==> config.mk <==
export PLATFORM = sky130hd
export DESIGN_NAME = jk_count_ctrl
export DESIGN_NICKNAME = d
export VERILOG_FILES = /design/src/rtl/jk_count_ctrl.sv
export SDC_FILE = /design/constraint.sdc
export NUM_CORES = 1
export LEC_CHECK = 0
export ABC_AREA = 0
export CORE_UTILIZATION = 33
export DETAILED_ROUTE_END_ITERATION = 10
export PLACE_DENSITY = 0.72
export SLEW_MARGIN = 20
export SYNTH_ARGS = -nofsm -noshare
export SYNTH_HDL_FRONTEND = slang
export SYNTH_SLANG_ARGS = --single-unit
export TNS_END_PERCENT = 100
==> constraint.sdc <==
create_clock -name CLK -period 1.4 [get_ports CLK]
set_input_delay 0.28 -clock CLK [delete_from_list [all_inputs] [get_ports CLK]]
set_output_delay 0.28 -clock CLK [all_outputs]
set_load 0.02 [all_outputs]
==> src/rtl/jk_count_ctrl.sv <==
// J/K sequencing controller for a bank of JK cells forming a modulo-MOD up/down counter.
// Optional JKCNT_GRAY_OUT_EN adds a registered Gray-coded copy of the count (q_gray).
module jk_count_ctrl #(
  parameter int unsigned WIDTH = 3,
  parameter int unsigned MOD   = 8
) (
  input  logic             CLK,
  input  logic             rst_n,
  input  logic             start,
  input  logic             stop,
  input  logic             clr,
  input  logic             load,
  input  logic [WIDTH-1:0] load_val,
  input  logic             up_dn,
  input  logic             en,
  input  logic             oneshot,
  output logic [WIDTH-1:0] q,
  output logic             tc,
  output logic             busy,
  output logic             done,
  output logic [WIDTH-1:0] j_vec,
  output logic [WIDTH-1:0] k_vec
`ifdef JKCNT_GRAY_OUT_EN
  ,
  output logic [WIDTH-1:0] q_gray
`endif
);

  if ((MOD < 2) || (MOD > (1 << WIDTH))) begin : g_mod_check
    $error("jk_count_ctrl: MOD must lie in 2..2**WIDTH");
  end

  typedef enum logic [1:0] {
    IDLE = 2'd0,
    RUN  = 2'd1,
    DONE = 2'd2
  } state_t;

  localparam logic [WIDTH-1:0] MAX_Q = WIDTH'(MOD - 1);
  localparam logic [WIDTH:0]   MOD_W = (WIDTH + 1)'(MOD);

  state_t           state, state_nxt;
  logic [WIDTH-1:0] load_d;
  logic [WIDTH-1:0] up_t, dn_t;
  logic [WIDTH-1:0] next_q;
  logic             do_count;
  logic             wrap;

  // Toggle masks: bit i toggles when all lower bits are 1 (up) or 0 (down).
  always_comb begin
    logic acc_u, acc_d;
    up_t  = '0;
    dn_t  = '0;
    acc_u = 1'b1;
    acc_d = 1'b1;
    for (int unsigned i = 0; i < WIDTH; i++) begin
      up_t[i] = acc_u;
      dn_t[i] = acc_d;
      acc_u   = acc_u & q[i];
      acc_d   = acc_d & ~q[i];
    end
  end

  always_comb begin
    load_d   = ({1'b0, load_val} >= MOD_W) ? MAX_Q : load_val;
    do_count = !load && !clr && (state == RUN) && en && !stop;
    wrap     = do_count && (up_dn ? (q == MAX_Q) : (q == '0));
  end

  always_comb begin
    j_vec = '0;
    k_vec = '0;
    if (load) begin
      j_vec = load_d;
      k_vec = ~load_d;
    end else if (clr) begin
      j_vec = '0;
      k_vec = '1;
    end else if (do_count) begin
      if (up_dn) begin
        if (q == MAX_Q) begin
          j_vec = '0;
          k_vec = '1;
        end else begin
          j_vec = up_t;
          k_vec = up_t;
        end
      end else begin
        if (q == '0) begin
          j_vec = MAX_Q;
          k_vec = ~MAX_Q;
        end else begin
          j_vec = dn_t;
          k_vec = dn_t;
        end
      end
    end
  end

  // JK cell characteristic equation, evaluated bitwise across the bank.
  assign next_q = (j_vec & ~q) | (~k_vec & q);

  always_comb begin
    state_nxt = state;
    unique case (state)
      IDLE: if (start) state_nxt = RUN;
      RUN: begin
        if (stop)                 state_nxt = IDLE;
        else if (wrap && oneshot) state_nxt = DONE;
      end
      DONE: begin
        if (stop)       state_nxt = IDLE;
        else if (start) state_nxt = RUN;
      end
      default: state_nxt = IDLE;
    endcase
  end

  always_ff @(posedge CLK or negedge rst_n) begin
    if (!rst_n) begin
      q     <= '0;
      tc    <= 1'b0;
      state <= IDLE;
    end else begin
      q     <= next_q;
      tc    <= wrap;
      state <= state_nxt;
    end
  end

`ifdef JKCNT_GRAY_OUT_EN
  always_ff @(posedge CLK or negedge rst_n) begin
    if (!rst_n) q_gray <= '0;
    else        q_gray <= next_q ^ (next_q >> 1);
  end
`endif

  assign busy = (state == RUN);
  assign done = (state == DONE);

endmodule

==> metrics.yaml, run 1 <==
status:
  run_status: "complete, but fails checks"
  failed_checks: "setup timing"
clock_tree:
  clock_tree.htree_level_count: 1
  clock_path_buffers: 2
  clock_insertion_delay_worst_skew_ns: 0.24
  tritoncts: "built"
  tritoncts_num_sinks: 6
  clk_pin_slew_worst_paths_ns: 0.05
  numCtsBuffers: 3
  clock_tree.root_cell: "sky130_fd_sc_hd__clkbuf_4"
layout:
  top_library_cells_by_usage_in_the_layout_fill_and_taps_aside: "sky130_fd_sc_hd__buf_4 (21), sky130_fd_sc_hd__clkdlybuf4s50_1 (8), sky130_fd_sc_hd__nand2_1 (7), sky130_fd_sc_hd__buf_6 (7)"
  antenna_cells_inserted: 0
  design.final.nets: 119
  post_route_cells_drive_above_1_share_pct: 53.8
  area_added_between_synthesis_and_finish_pct: 106
  layoutNonFillerInstCount: 121
  most_common_cell_after_layout_fill_and_taps_aside: "sky130_fd_sc_hd__buf_4"
route:
  drcViolationCount: 0
  dr.first_iter.drc_count: 5
  routedWlPerCell_um: 12.7
  total_routed_wirelength_um: 1540
  firstDrtPassIters: 3
  drtAntennaViolNets: 0
  num_vias: 593
  routed_via_density: 4.90
floorplan:
  floorplan.io_pins: 24
  initial_cell_density_of_the_core_pct: 35.5
  std_cell_rows: 13
  overall_die_height_um: 39.4
  placeable_area_um2: 1300
  die_w_um: 39.4
  dieArea_um2: 1550
timing:
  max-slew-margin-rel_pct: 80.5
  layout_setup_ws_ns: -0.355
  hold_violations_final: 0
  period_share_pct: 125
  fin_worst_hold_slack_ns: 0.271
  tightestPinTransition_ns: 0.290
  layout_min_cycle_time_ns: 1.76
  finalSetupViolCount: 7
  finalClockSkew_ns: 0.00344
  maxSlewViolCount: 0
  rsz_0062_raised_after_global_routing: "true"
  fmax_mhz: 570
global_routing:
  global_route.peak_usage_layer: "met2"
  grt_max_degree: 7
  gr-usage-met3_pct: 6.82
  grt.met2_usage_pct: 45.1
  antenna_found_initial: 0
  grt_pass1_wl_um: 2190
  grt_remaining_overflow: 0
  global_route.usage.met1_pct: 16.7
  groute.usage.overall_pct: 22.1
  vias_in_the_first_global_route: 572
place:
  io_buffer_count: 23
  hpwlAfterDp_um: 1140
  place.gp.congestion: 0.761
  placed_cells: 112
synth:
  yosysWarningCount: 0
  synth_async_sr_flop_share_pct: 100
  synth-edff-count: 0
  synth-seq-area-share_pct: 32.5
  post_synth.cell_area_avg_um2: 8.10
  synth_fp_nets: 69
  yosysUniqueCellTypes: 25
  postSynthRegisterBits: 6
  synth.cell_area_um2: 462
  synth_cells: 57
  dominantRegCellSynth: "sky130_fd_sc_hd__dfrtp_1"
setup_path:
  cp_data_arrival_time_ns: 1.48
  regToRegSetupSlack_ns: -0.01
  timing.setup.critical_path_class: "reg -> out"
  cp.required_ns: 1.12
  critPathCaptureType: "output port"
  start_kind: "register"
  critPathMaxFanout: 6
hold_path:
  min-delay-path-class: "in -> async"
power:
  worst_ir_drop_vdd_mv: 0.584
  p_total_mw: 0.709
  p_leak_nw: 0.439
  power-per-cell-area_nw_per_um2: 745
flow_run:
  maxCapViolations: 0
[registers in the layout (all words and copies together) (netlist names)]
signal and count:
q 3, state 2, tc 1
[worst max-delay path, cell delays in order, from the launching register on]
cell and delay (ns):
sky130_fd_sc_hd__dfrtp_1 0.40, sky130_fd_sc_hd__and4bb_4 0.39, sky130_fd_sc_hd__a21boi_4 0.19, sky130_fd_sc_hd__o21a_2 0.13, sky130_fd_sc_hd__buf_6 0.11
[stage by stage]
step / utilization, % / TNS, ns / cell area, µm² / setup WS (ns)
3_5_place_dp: 66.4 / -6.90 / 865 / -0.911
5_1_grt: 73.2 / -2.10 / 952 / -0.396
3_3_place_gp: 66.4 / -6.58 / 865 / -0.896
2_1_floorplan: - / -0.108 / 485 / -0.0540
4_1_cts: 72.1 / -2.03 / 938 / -0.336
6_report: 73.2 / -1.74 / 952 / -0.355
[metal layers]
| metal | share of wire, % | vias to the layer above |
|---|---|---|
| met4 | 2.0 | 0 |
| li1 | - | 300 |
| met2 | 58 | 26 |
| met5 | 0 | - |
| met3 | 5.3 | 4 |
| met1 | 35 | 263 |
[cells in the mapped netlist, types with 2 or more instances]
master | instances | area share [%]
sky130_fd_sc_hd__nor2_1 | 5 | 4.1
sky130_fd_sc_hd__xnor2_1 | 2 | 3.8
sky130_fd_sc_hd__inv_1 | 2 | 1.6
sky130_fd_sc_hd__nand2_1 | 9 | 7.3
sky130_fd_sc_hd__dfrtp_1 | 6 | 33
sky130_fd_sc_hd__o21ai_0 | 7 | 7.6
sky130_fd_sc_hd__nand2b_1 | 2 | 2.7
sky130_fd_sc_hd__o21ai_1 | 2 | 2.2
sky130_fd_sc_hd__a21oi_1 | 6 | 6.5
[cells by family (layout without fill, tap and decap cells)]
kind of cell	count (synthesis)	in the layout	synth area share, %
flip-flops	6	6	32.5
AO/OA/AOI/OAI	21	21	28.7
AND/OR/NAND/NOR	24	24	30.4
XOR/XNOR	3	3	5.69
buffers and inverters	3	52	2.71
[power breakdown]
group | internal (mW) | total [mW] | switching [mW]
clock network | 0.108 | 0.173 | 0.0646
registers | 0.189 | 0.208 | 0.0184
logic | 0.176 | 0.329 | 0.153
[layout make-up]
cell class                      instances  area [µm²]
Fill cell                             109         349
Tap cell                               15        18.8
Multi-Input combinational cell         48         355
Inverter                                2        7.51
Clock buffer                            4        26.3
Sequential cell                         6         153
Timing Repair Buffer                   46         392
[what timing repair did]
item	CTS	global route
resized for setup	62	8
cloned	0	0
setup endpoints to repair	16	12
pin swaps	5	4
buffers inserted	6	1
hold buffers	0	0
[path summary, 6_finish.rpt]
path | from | end | cells after the start
max | state[1]$_DFFE_PN0P_ | k_vec[1] | 4
min | rst_n | q[2]$_DFF_PN0_ | 1
max reg2reg | state[1]$_DFFE_PN0P_ | state[1]$_DFFE_PN0P_ | 5
min reg2reg | state[1]$_DFFE_PN0P_ | state[0]$_DFFE_PN0P_ | 3
max in group asynchronous | rst_n | q[0]$_DFF_PN0_ | 1
min in group CLK | stop | state[0]$_DFFE_PN0P_ | 3
Note: power is estimated with default switching activity, not from simulation.
==> run 2, diff against run 1 <==
--- a/config.mk
+++ b/config.mk
@@ -9,6 +9,7 @@
 export CORE_UTILIZATION = 33
 export DETAILED_ROUTE_END_ITERATION = 10
 export PLACE_DENSITY = 0.72
+export SKIP_LAST_GASP = 1
 export SLEW_MARGIN = 20
 export SYNTH_ARGS = -nofsm -noshare
 export SYNTH_HDL_FRONTEND = slang
==> results of run 2 <==
No change in the layout: final DEF, timing and power equal those of run 1.
==> run 3, diff against run 2 <==
--- a/config.mk
+++ b/config.mk
@@ -9,6 +9,7 @@
 export CORE_UTILIZATION = 33
 export DETAILED_ROUTE_END_ITERATION = 10
 export PLACE_DENSITY = 0.72
+export SETUP_SLACK_MARGIN = 0.05
 export SKIP_LAST_GASP = 1
 export SLEW_MARGIN = 20
 export SYNTH_ARGS = -nofsm -noshare
==> metrics.yaml, run 3 (same netlist as run 1, synthesis figures left out) <==
clock_tree:
  tritoncts: "built"
  tritoncts_num_sinks: 6  # unchanged
  numCtsBuffers: 3  # unchanged
  cts_hold_buf: 0  # unchanged
  clock_tree.root_cell: "sky130_fd_sc_hd__clkbuf_4"
  clk_pin_slew_worst_paths_ns: 0.05  # about the same
  clock_tree.htree_level_count: 1  # unchanged
  clock_path_buffers: 2  # unchanged
  clock_insertion_delay_worst_skew_ns: 0.25  # about the same
power:
  combPwrFrac_pct: 49.5  # +3.1 points
  clock_power_share_pct: 22.4  # -1.9 points
  p_leak_nw: 0.474  # +7.9%
  power_switching_share_pct: 34.8  # +1.6 points
  p_total_mw: 0.743  # +4.7%
  netSwitchingPower_mw: 0.259  # +9.7%
  fraction_of_power_consumed_by_sequential_logic_pct: 28.1  # -1.2 points
  p_int_mw: 0.484  # +2.2%
  power-per-cell-area_nw_per_um2: 711  # -4.6%
  worst_ir_drop_vdd_mv: 0.495  # -15%
setup_path:
  timing.critical_path.to: "k_vec[0]"
  regToRegSetupSlack_ns: 0.01  # +0.02 ns
  cpMostUsedCell: "sky130_fd_sc_hd__a21oi_2"
  timing.critical_path.from: "q[0]$_DFF_PN0_"
  start_kind: "register"
  critPathMaxFanout: 6  # unchanged
  worst-path-buf-inv: 1  # unchanged
  cp.required_ns: 1.12  # about the same
  r2r_start: "q[0]$_DFF_PN0_"
  critPathCaptureType: "output port"
  worst_path_dominant_cell_family: "flip-flops"
  cp_data_arrival_time_ns: 1.42  # -0.06 ns
  cp_cell_sequence: "nor3_4, nand2_2, a21oi_2, a21oi_2, buf_2"
  timing.critical_path.depth: 5  # +1
  critPathSlowestCell: "sky130_fd_sc_hd__dfrtp_2"
  crit-reg2reg-capture: "state[1]$_DFFE_PN0P_"
  timing.critical_path.slowest_cell_delay_ns: 0.46  # +0.06 ns
  timing.setup.critical_path_class: "reg -> out"
  worstRegToRegCells: 5  # unchanged
hold_path:
  min-delay-path-class: "in -> async"
floorplan:
  dieArea_um2: 1550  # unchanged
  std_cell_rows: 13  # unchanged
  initial_cell_density_of_the_core_pct: 35.5  # unchanged
  overall_die_height_um: 39.4  # unchanged
  die_w_um: 39.4  # unchanged
  floorplan.io_pins: 24  # unchanged
  placeable_area_um2: 1300  # unchanged
timing:
  period_share_pct: 122  # -3.7 points
  layout_min_cycle_time_ns: 1.70  # -0.0524 ns
  finalClockSkew_ns: 0.00754  # +0.00409 ns
  maxSlewViolCount: 0  # unchanged
  hold_violations_final: 0  # unchanged
  max-slew-margin-rel_pct: 81.6  # +1.1 points
  rsz_0062_raised_after_global_routing: "true"
  finalSetupViolCount: 8  # +1
  tightestPinTransition_ns: 0.272  # -0.0177 ns
  fmax_mhz: 587  # +3.1%
  layout_setup_ws_ns: -0.303  # +0.0524 ns
layout:
  regArea_um2: 154  # +0.82%
  area_added_between_synthesis_and_finish_pct: 126
  registers_with_the_most_flip_flops: "q x3, state x2, tc x1"
  antenna_cells_inserted: 0  # unchanged
  design.final.nets: 123  # +3.4%
  most_common_cell_after_layout_fill_and_taps_aside: "sky130_fd_sc_hd__buf_4"
  multi_input_comb_area_um2: 384  # +8.1%
  registers.top_by_ff_count: "q"
  post_route_cells_drive_above_1_share_pct: 60.6  # +6.8 points
  largest_register_ffs: 3  # unchanged
  top_library_cells_by_usage_in_the_layout_fill_and_taps_aside: "sky130_fd_sc_hd__buf_4 (20), sky130_fd_sc_hd__buf_6 (16), sky130_fd_sc_hd__nand2_1 (8)"
  layout.filler_cells: 90  # -17%
  layoutNonFillerInstCount: 124  # +2.5%
route:
  total_routed_wirelength_um: 1760  # +15%
  num_vias: 645  # +8.8%
  drtAntennaViolNets: 0  # unchanged
  firstDrtPassIters: 4  # +1
  routed_via_density: 5.20  # +6.1%
  routedWlPerCell_um: 14.2  # +12%
  dr.first_iter.drc_count: 11  # +6
  drcViolationCount: 0  # unchanged
global_routing:
  grt_remaining_overflow: 0  # unchanged
  grt_pass1_wl_um: 2500  # +14%
  grt_max_degree: 7  # unchanged
  antenna_found_initial: 0  # unchanged
  groute.usage.overall_pct: 24.2  # +2.1 points
  vias_in_the_first_global_route: 635  # +11%
place:
  place.gp.congestion: 0.751  # -1.3%
  hpwlAfterDp_um: 1170  # +1.9%
  placed_cells: 114  # +1.8%
  io_buffer_count: 23  # unchanged
flow_run:
  maxCapViolations: 0  # unchanged
status:
  run_status: "complete, but fails checks"
  failed_checks: "setup timing"
## run 3: cell types whose count changed in the layout (fill, tap and decap cells not counted), sizes merged
cell,previous run,this run
buf,33,38
clkdlybuf4s50,8,7
clkdlybuf4s15,1,0
dlygate4sd2,3,4
clkbuf,4,3
## run 3: power by group through the flow
stage | Sequential, mW | Combinational (mW) | Clock (mW)
global placement | 0.209 | 0.313 | 0
CTS | 0.206 | 0.331 | 0.158
global route | 0.209 | 0.394 | 0.177
finish | 0.208 | 0.368 | 0.167
floorplan | 0.219 | 0.133 | 0
detailed placement | 0.210 | 0.318 | 0
## run 3: worst min path at each step
stage	end	from	cells after the start	slack, ns
detailed placement	state[1]$_DFFE_PN0P_	rst_n	1	0.54
finish	state[0]$_DFFE_PN0P_	rst_n	1	0.26
global route	state[0]$_DFFE_PN0P_	rst_n	1	0.29
CTS	state[0]$_DFFE_PN0P_	rst_n	1	0.29
global placement	state[0]$_DFFE_PN0P_	rst_n	1	0.53
floorplan	q[0]$_DFF_PN0_	rst_n	0	-0.02
## run 3: timing repair
item / in CTS / in global routing
endpoints found under the setup margin: 17 / 15
setup buffers: 8 / 4
hold endpoints to repair: 0 / 0
gates resized for setup: 68 / 19
pin swaps: 8 / 8
## run 3: stage by stage
| stage | TNS (ns) | area, µm² | util (%) | worst slack, ns | hold slack [ns] |
|---|---|---|---|---|---|
| 2_1_floorplan | 0 | 519 | - | 0.00888 | -0.0156 |
| 3_3_place_gp | -6.73 | 913 | 70.2 | -0.866 | 0.529 |
| 3_5_place_dp | -7.04 | 913 | 70.2 | -0.896 | 0.539 |
| 4_1_cts | -2.10 | 983 | 75.6 | -0.342 | 0.285 |
| 5_1_grt | -2.14 | 1040 | 80.3 | -0.349 | 0.290 |
| 6_report | -1.81 | 1040 | 80.3 | -0.303 | 0.265 |
## run 3: per-layer routing
layer  GRT usage, %  up-vias  wire, µm  part of all wire [%]
met5              0        -         0                     0
met3           3.41       10       105                   6.0
met2           47.1       39       961                    55
met4           14.7        0        61                   3.5
li1               -      303         -                     -
met1           23.0      293       634                    36
## run 3: cell type report
cell class,count,area share [%]
repair buffers,50,43.8
multi-input cells,48,36.8
flip-flops and latches,6,14.7
clock buffers,3,2.16
well taps,15,1.80
inverters,2,0.719
